$ cat config.mk
export PLATFORM = sky130hd
export DESIGN_NAME = uart_ctrl
export DESIGN_NICKNAME = d
export VERILOG_FILES = /design/src/rtl/uart_ctrl.sv
export SDC_FILE = /design/constraint.sdc
export NUM_CORES = 1
export LEC_CHECK = 0
export CAP_MARGIN = 20
export CORE_MARGIN = 4
export CORE_UTILIZATION = 55
export DETAILED_ROUTE_END_ITERATION = 8
export PLACE_DENSITY_LB_ADDON = 0.3
export SKIP_CTS_REPAIR_TIMING = 1
export SLEW_MARGIN = 40
export SYNTH_ARGS = -nofsm -noshare
export SYNTH_HDL_FRONTEND = slang
export SYNTH_SLANG_ARGS = --single-unit
$ cat constraint.sdc
create_clock -name clk -period 2.9 [get_ports clk]
set_clock_uncertainty 0.2 [all_clocks]
set_input_delay 0.58 -clock clk [delete_from_list [all_inputs] [get_ports clk]]
set_output_delay 0.58 -clock clk [all_outputs]
set_load 0.005 [all_outputs]
$ cat src/rtl/uart_ctrl.sv
// uart_ctrl: CPU register front-end for one uart core.
// Buffers TX/RX bytes, sequences the core handshakes, holds the baud divisor and drives the RX irq.
//   state      | meaning
//   TX_IDLE    | waiting for a queued byte and tx_done low
//   TX_START   | start_tx high, waiting for tx_done
//   TX_RELEASE | start_tx low, waiting for tx_done to drop
//   RX_WAIT    | waiting for rx_available with room in the RX FIFO
//   RX_CLEAR   | rx_clear high until the core drops rx_available
module uart_ctrl #(
   parameter int          FIFO_DEPTH   = 4,
   parameter logic [11:0] BAUD_DEFAULT = 12'd103
) (
   input  logic        clk,
   input  logic        rst,
   input  logic [1:0]  bus_addr,
   input  logic        bus_wr,
   input  logic        bus_rd,
   input  logic [7:0]  bus_wdata,
   output logic [7:0]  bus_rdata,
   output logic        irq,
   output logic        start_tx,
   output logic [7:0]  tx_value,
   input  logic        tx_done,
   input  logic        rx_available,
   input  logic [7:0]  rx_value,
   output logic        rx_clear,
   output logic [11:0] uart_baud_counter
);
   localparam int AW = $clog2(FIFO_DEPTH);
   localparam int PW = AW + 1;
   localparam logic [PW-1:0] FULL_CNT = PW'(FIFO_DEPTH);

   typedef enum logic [1:0] {TX_IDLE, TX_START, TX_RELEASE} tx_state_t;
   typedef enum logic {RX_WAIT, RX_CLEAR} rx_state_t;

   tx_state_t tx_state, tx_next;
   rx_state_t rx_state, rx_next;

   logic [7:0]    tx_mem [FIFO_DEPTH];
   logic [7:0]    rx_mem [FIFO_DEPTH];
   logic [PW-1:0] tx_wp, tx_rp, rx_wp, rx_rp, tx_cnt, rx_cnt;
   logic          tx_full, tx_empty, rx_full, rx_empty, tx_busy;
   logic          tx_push, tx_pop, tx_drop, rx_push, rx_pop;
   logic          irq_en, tx_ovf;
   logic [11:0]   baud;
   logic [7:0]    status, rd_mux;

   assign tx_cnt   = tx_wp - tx_rp;
   assign rx_cnt   = rx_wp - rx_rp;
   assign tx_full  = (tx_cnt == FULL_CNT);
   assign rx_full  = (rx_cnt == FULL_CNT);
   assign tx_empty = (tx_cnt == '0);
   assign rx_empty = (rx_cnt == '0);
   assign tx_busy  = (tx_state != TX_IDLE);

   // Full-FIFO pushes are rejected on the current count, even if a pop frees a slot this cycle.
   assign tx_push = bus_wr && (bus_addr == 2'd0) && !tx_full;
   assign tx_drop = bus_wr && (bus_addr == 2'd0) && tx_full;
   assign rx_pop  = bus_rd && (bus_addr == 2'd0) && !rx_empty;

   assign status            = {1'b0, irq_en, tx_ovf, tx_busy, tx_full, tx_empty, rx_full, !rx_empty};
   assign irq               = irq_en && !rx_empty;
   assign uart_baud_counter = baud;

   always_comb begin
      tx_next = tx_state;
      tx_pop  = 1'b0;
      case (tx_state)
         TX_IDLE:
            if (!tx_empty && !tx_done) begin
               tx_pop  = 1'b1;
               tx_next = TX_START;
            end
         TX_START:   if (tx_done)  tx_next = TX_RELEASE;
         TX_RELEASE: if (!tx_done) tx_next = TX_IDLE;
         default:    tx_next = TX_IDLE;
      endcase
   end

   always_comb begin
      rx_next = rx_state;
      rx_push = 1'b0;
      case (rx_state)
         RX_WAIT:
            if (rx_available && !rx_full) begin
               rx_push = 1'b1;
               rx_next = RX_CLEAR;
            end
         RX_CLEAR: if (!rx_available) rx_next = RX_WAIT;
         default:  rx_next = RX_WAIT;
      endcase
   end

   always_ff @(posedge clk or posedge rst) begin
      if (rst) begin
         tx_state <= TX_IDLE;
         rx_state <= RX_WAIT;
         start_tx <= 1'b0;
         rx_clear <= 1'b0;
      end else begin
         tx_state <= tx_next;
         rx_state <= rx_next;
         start_tx <= (tx_next == TX_START);
         rx_clear <= (rx_next == RX_CLEAR);
      end
   end

   always_comb begin
      rd_mux = 8'h00;
      case (bus_addr)
         2'd0:    rd_mux = rx_empty ? 8'h00 : rx_mem[rx_rp[AW-1:0]];
         2'd1:    rd_mux = status;
         2'd2:    rd_mux = baud[7:0];
         default: rd_mux = {4'h0, baud[11:8]};
      endcase
   end

   always_ff @(posedge clk) begin
      if (tx_push) tx_mem[tx_wp[AW-1:0]] <= bus_wdata;
      if (rx_push) rx_mem[rx_wp[AW-1:0]] <= rx_value;
   end

   always_ff @(posedge clk or posedge rst) begin
      if (rst) begin
         tx_wp     <= '0;
         tx_rp     <= '0;
         rx_wp     <= '0;
         rx_rp     <= '0;
         tx_value  <= 8'h00;
         bus_rdata <= 8'h00;
         irq_en    <= 1'b0;
         tx_ovf    <= 1'b0;
         baud      <= BAUD_DEFAULT;
      end else begin
         if (tx_push) tx_wp <= tx_wp + PW'(1);
         if (tx_pop) begin
            tx_rp    <= tx_rp + PW'(1);
            tx_value <= tx_mem[tx_rp[AW-1:0]];
         end
         if (rx_push) rx_wp <= rx_wp + PW'(1);
         if (rx_pop)  rx_rp <= rx_rp + PW'(1);
         if (bus_rd)  bus_rdata <= rd_mux;
         if (tx_drop) tx_ovf <= 1'b1;
         if (bus_wr && (bus_addr == 2'd1)) begin
            irq_en <= bus_wdata[6];
            if (bus_wdata[5]) tx_ovf <= 1'b0;
         end
         // The divisor is frozen while a byte is being handed to the core.
         if (bus_wr && !tx_busy) begin
            if (bus_addr == 2'd2) baud[7:0]  <= bus_wdata;
            if (bus_addr == 2'd3) baud[11:8] <= bus_wdata[3:0];
         end
      end
   end
endmodule

==> results.sh <==
export IMPL_power_mw=5.43
export IMPL_clock_power_share_pct=16.5
export IMPL_diodes=0
export IMPL_cts_tree="done"
export IMPL_fin_crit_ps=2540
export IMPL_cts_buffers_inserted=9
export IMPL_clkTransAtPathRegs_ps=110
export IMPL_synthFlopType="edfxtp_1"
export IMPL_fin_setup_tns_ps=0
export IMPL_htree_levels=3
export IMPL_max_slew_worst_pin_slew_ps=531
export IMPL_cp_data_required_time_ps=2120
export IMPL_switchingPower_mw=1.82
export IMPL_slew_headroom_pct=64.4
export IMPL_fp_dieArea_mm2=0.00995
export IMPL_vdd_drop_max_mv=0.467
export IMPL_worstSetupStartpointType="flop"
export IMPL_rsz0062_at_grt="false"
export IMPL_gp_congestion=0.851
export IMPL_yosysSeqAreaShare_pct=66.5
export IMPL_nFillCells=568
export IMPL_routedWlPerCell_um=18.7
export IMPL_synth_edff_count=64
export IMPL_clock_latency_ps=360
export IMPL_multi_input_area_mm2=0.00147
export IMPL_clock_sinks=110
export IMPL_period_share_pct=87.8
export IMPL_pwr_share_comb_pct=39.8
export IMPL_drt_initial_drc_count=172
export IMPL_p_int_mw=3.60
export IMPL_cts_max_path_buffers=2
export IMPL_drive_gt1_share_pct=23.1
export IMPL_drv_cap=0
export IMPL_arrival_ps=1760
export IMPL_die_y_um=99.7
export IMPL_viasPerCell=5.64
export IMPL_hold_slack_ps=252
export IMPL_detailed_place_hpwl_mm=6.47
export IMPL_final_nets=392
export IMPL_finalSetupViolations=0
export IMPL_coreArea_mm2=0.00822
export IMPL_synth_seq_cells=110
export IMPL_drc=0
export IMPL_ios=55
export IMPL_endpoint_kind="primary output"
export IMPL_reg2reg_slack_ps=380
export IMPL_grt_pass1_vias=2717
export IMPL_firstDrtPassIters=4
export IMPL_ys_warn_count=0
export IMPL_p_seq_share_pct=43.7
export IMPL_drv_slew=0
export IMPL_crit_fanout=4
export IMPL_numPortBuffers=54
export IMPL_vias=2618
export IMPL_outcome="finished clean"
export IMPL_netlist_instances=285
export IMPL_crit_type="reg -> out"
export IMPL_synth_nets=323
export IMPL_avgSynthCellArea_um2=16.2
export IMPL_hold_path_class="in -> async"
export IMPL_initial_core_util_pct=56.3
export IMPL_placementRows=33
export IMPL_final_util_pct=67.7
export IMPL_die_w_um=99.7
export IMPL_power_density_mw_per_mm2=976
export IMPL_ff_latch_area_mm2=0.00308
export IMPL_synth_cell_types=36
export IMPL_overflow=0
export IMPL_max_freq_mhz=393
export IMPL_p_leak_nw=2.07
export IMPL_synthToLayoutAreaGrowth_pct=20.1
export IMPL_grt_pass1_wl_mm=14.2
export IMPL_routed_wirelength_mm=8.66
export IMPL_fin_area_mm2=0.00556
export IMPL_grt_max_degree=22
export IMPL_sw_frac_of_total_pct=33.6
export IMPL_finalHoldViolCount=0
export IMPL_grt_use_total_pct=18.7
export IMPL_root_buffer="clkbuf_8"
export IMPL_async_reset_ff_share_pct=41.8
export IMPL_dpl_cell_area_mm2=0.00536
export IMPL_ant_nets=0
export IMPL_antenna_found_initial=0
export IMPL_syn_area_mm2=0.00463
==> cells by family (layout without fill, tap and decap cells) <==
logic type / count (synthesis) / after routing / synth area share, %
AOI/OAI and AO/OA: 38 / 38 / 5.89
xor gates and xnor gates: 13 / 13 / 2.62
adders and majority gates: 14 / 14 / 3.78
buffers and inverters: 20 / 94 / 1.73
DFF: 110 / 110 / 66.5
muxes: 45 / 45 / 14.5
and+or+nand+nor: 45 / 45 / 4.89
==> synthesized netlist by cell type, types with 2 or more instances <==
cell      instances  share of area [%]
mux2i_1           2               0.43
o22ai_1           4               0.54
mux4_2           15                7.3
xnor2_1           9                1.7
a311oi_1          5               0.95
inv_1            11               0.89
a221oi_1          3               0.57
a31oi_1           4               0.54
nor3_1            4               0.43
dfstp_2           5                2.8
edfxtp_1         64                 42
o21ai_0           4               0.43
nand2_1          11               0.89
o211ai_1          5               0.81
and2_1            8                1.1
xor2_1            3               0.57
mux2_2           28                6.8
buf_2             4               0.43
dfrtp_1          41                 22
nor2_1            9               0.73
nor2b_1           6               0.81
a21oi_1           7               0.76
nand3_1           4               0.43
ha_1             14                3.8
clkbuf_1          4               0.32
==> final timing paths <==
| kind | start | end | cells after the start |
|---|---|---|---|
| setup / recovery | rx_wp[0] | irq | 7 |
| hold / removal | rst | tx_value[2] | 2 |
| setup reg to reg | rx_wp[0] | rx_mem[0][1] | 7 |
| hold reg to reg | rx_wp[2] | rx_wp[2] | 1 |
| max in group asynchronous | rst | uart_baud_counter[2] | 3 |
| min in group clk | rx_wp[2] | rx_wp[2] | 1 |
==> worst max-delay path: stages (launching register included) <==
cell	delay, ps
dfrtp_1	400
inv_2	80
ha_1	190
nor2b_1	130
xnor2_1	180
nor2_1	90
nor2b_1	180
dlymetal6s2s_1	160
==> layout by cell type, fill, tap and decap left out, types with 2 or more instances in the layout <==
master	instances
o21ai_0	4
a31oi_1	4
mux2i_1	2
nor3_1	4
buf_4	13
and2_1	8
clkdlybuf4s50_1	53
ha_1	14
dfstp_2	5
inv_8	3
a311oi_1	5
dfrtp_1	41
clkbuf_8	9
inv_1	9
inv_2	2
mux2_2	28
mux4_2	15
nand3_1	4
edfxtp_1	64
nand2_1	11
a221oi_1	3
nor2_1	9
xor2_1	3
o22ai_1	4
nor2b_1	6
xnor2_1	9
a21oi_1	7
o211ai_1	5
==> metal layers <==
metal	global-route usage, %	routed length, µm
met1	24.8	3690
met2	31.3	4450
met3	3.16	361
met4	6.83	160
met5	0	0
==> final cells by class <==
cell class / count / area share [%]
clock buffer: 9 / 2.23
clock inverter: 7 / 1.35
inverter: 11 / 0.743
multi-input combinational: 155 / 26.4
sequential: 110 / 55.4
tap: 105 / 2.36
timing repair buffer: 67 / 11.5
==> metrics by stage <==
stage / worst slack, ps / cells
after detailed placement: 259 / 448
after floorplan: 238 / 285
after global routing: 236 / 464
after global placement: 333 / 448
after CTS: -99.3 / 464
final: 355 / 464
==> power groups by stage <==
stage	Sequential, mW	Combinational, mW	Clock, mW
3_3_place_gp	2.39	2.13	0
4_1_cts	2.37	2.20	0.922
5_1_grt	2.42	2.36	0.986
6_report	2.37	2.16	0.896
2_1_floorplan	2.35	1.32	0
3_5_place_dp	2.40	2.18	0
==> sequential cells by signal (all words and copies together) (netlist names) <==
| signal | count |
|---|---|
| rx_rp | 3 |
| tx_state | 2 |
| tx_rp | 3 |
| rx_mem | 32 |
| tx_wp | 3 |
| tx_value | 8 |
| rx_state | 1 |
| irq_en | 1 |
| start_tx | 1 |
| rx_wp | 3 |
| tx_ovf | 1 |
| tx_mem | 32 |
| bus_rdata | 8 |
| uart_baud_counter | 12 |
(Power assumes the default switching activity.)
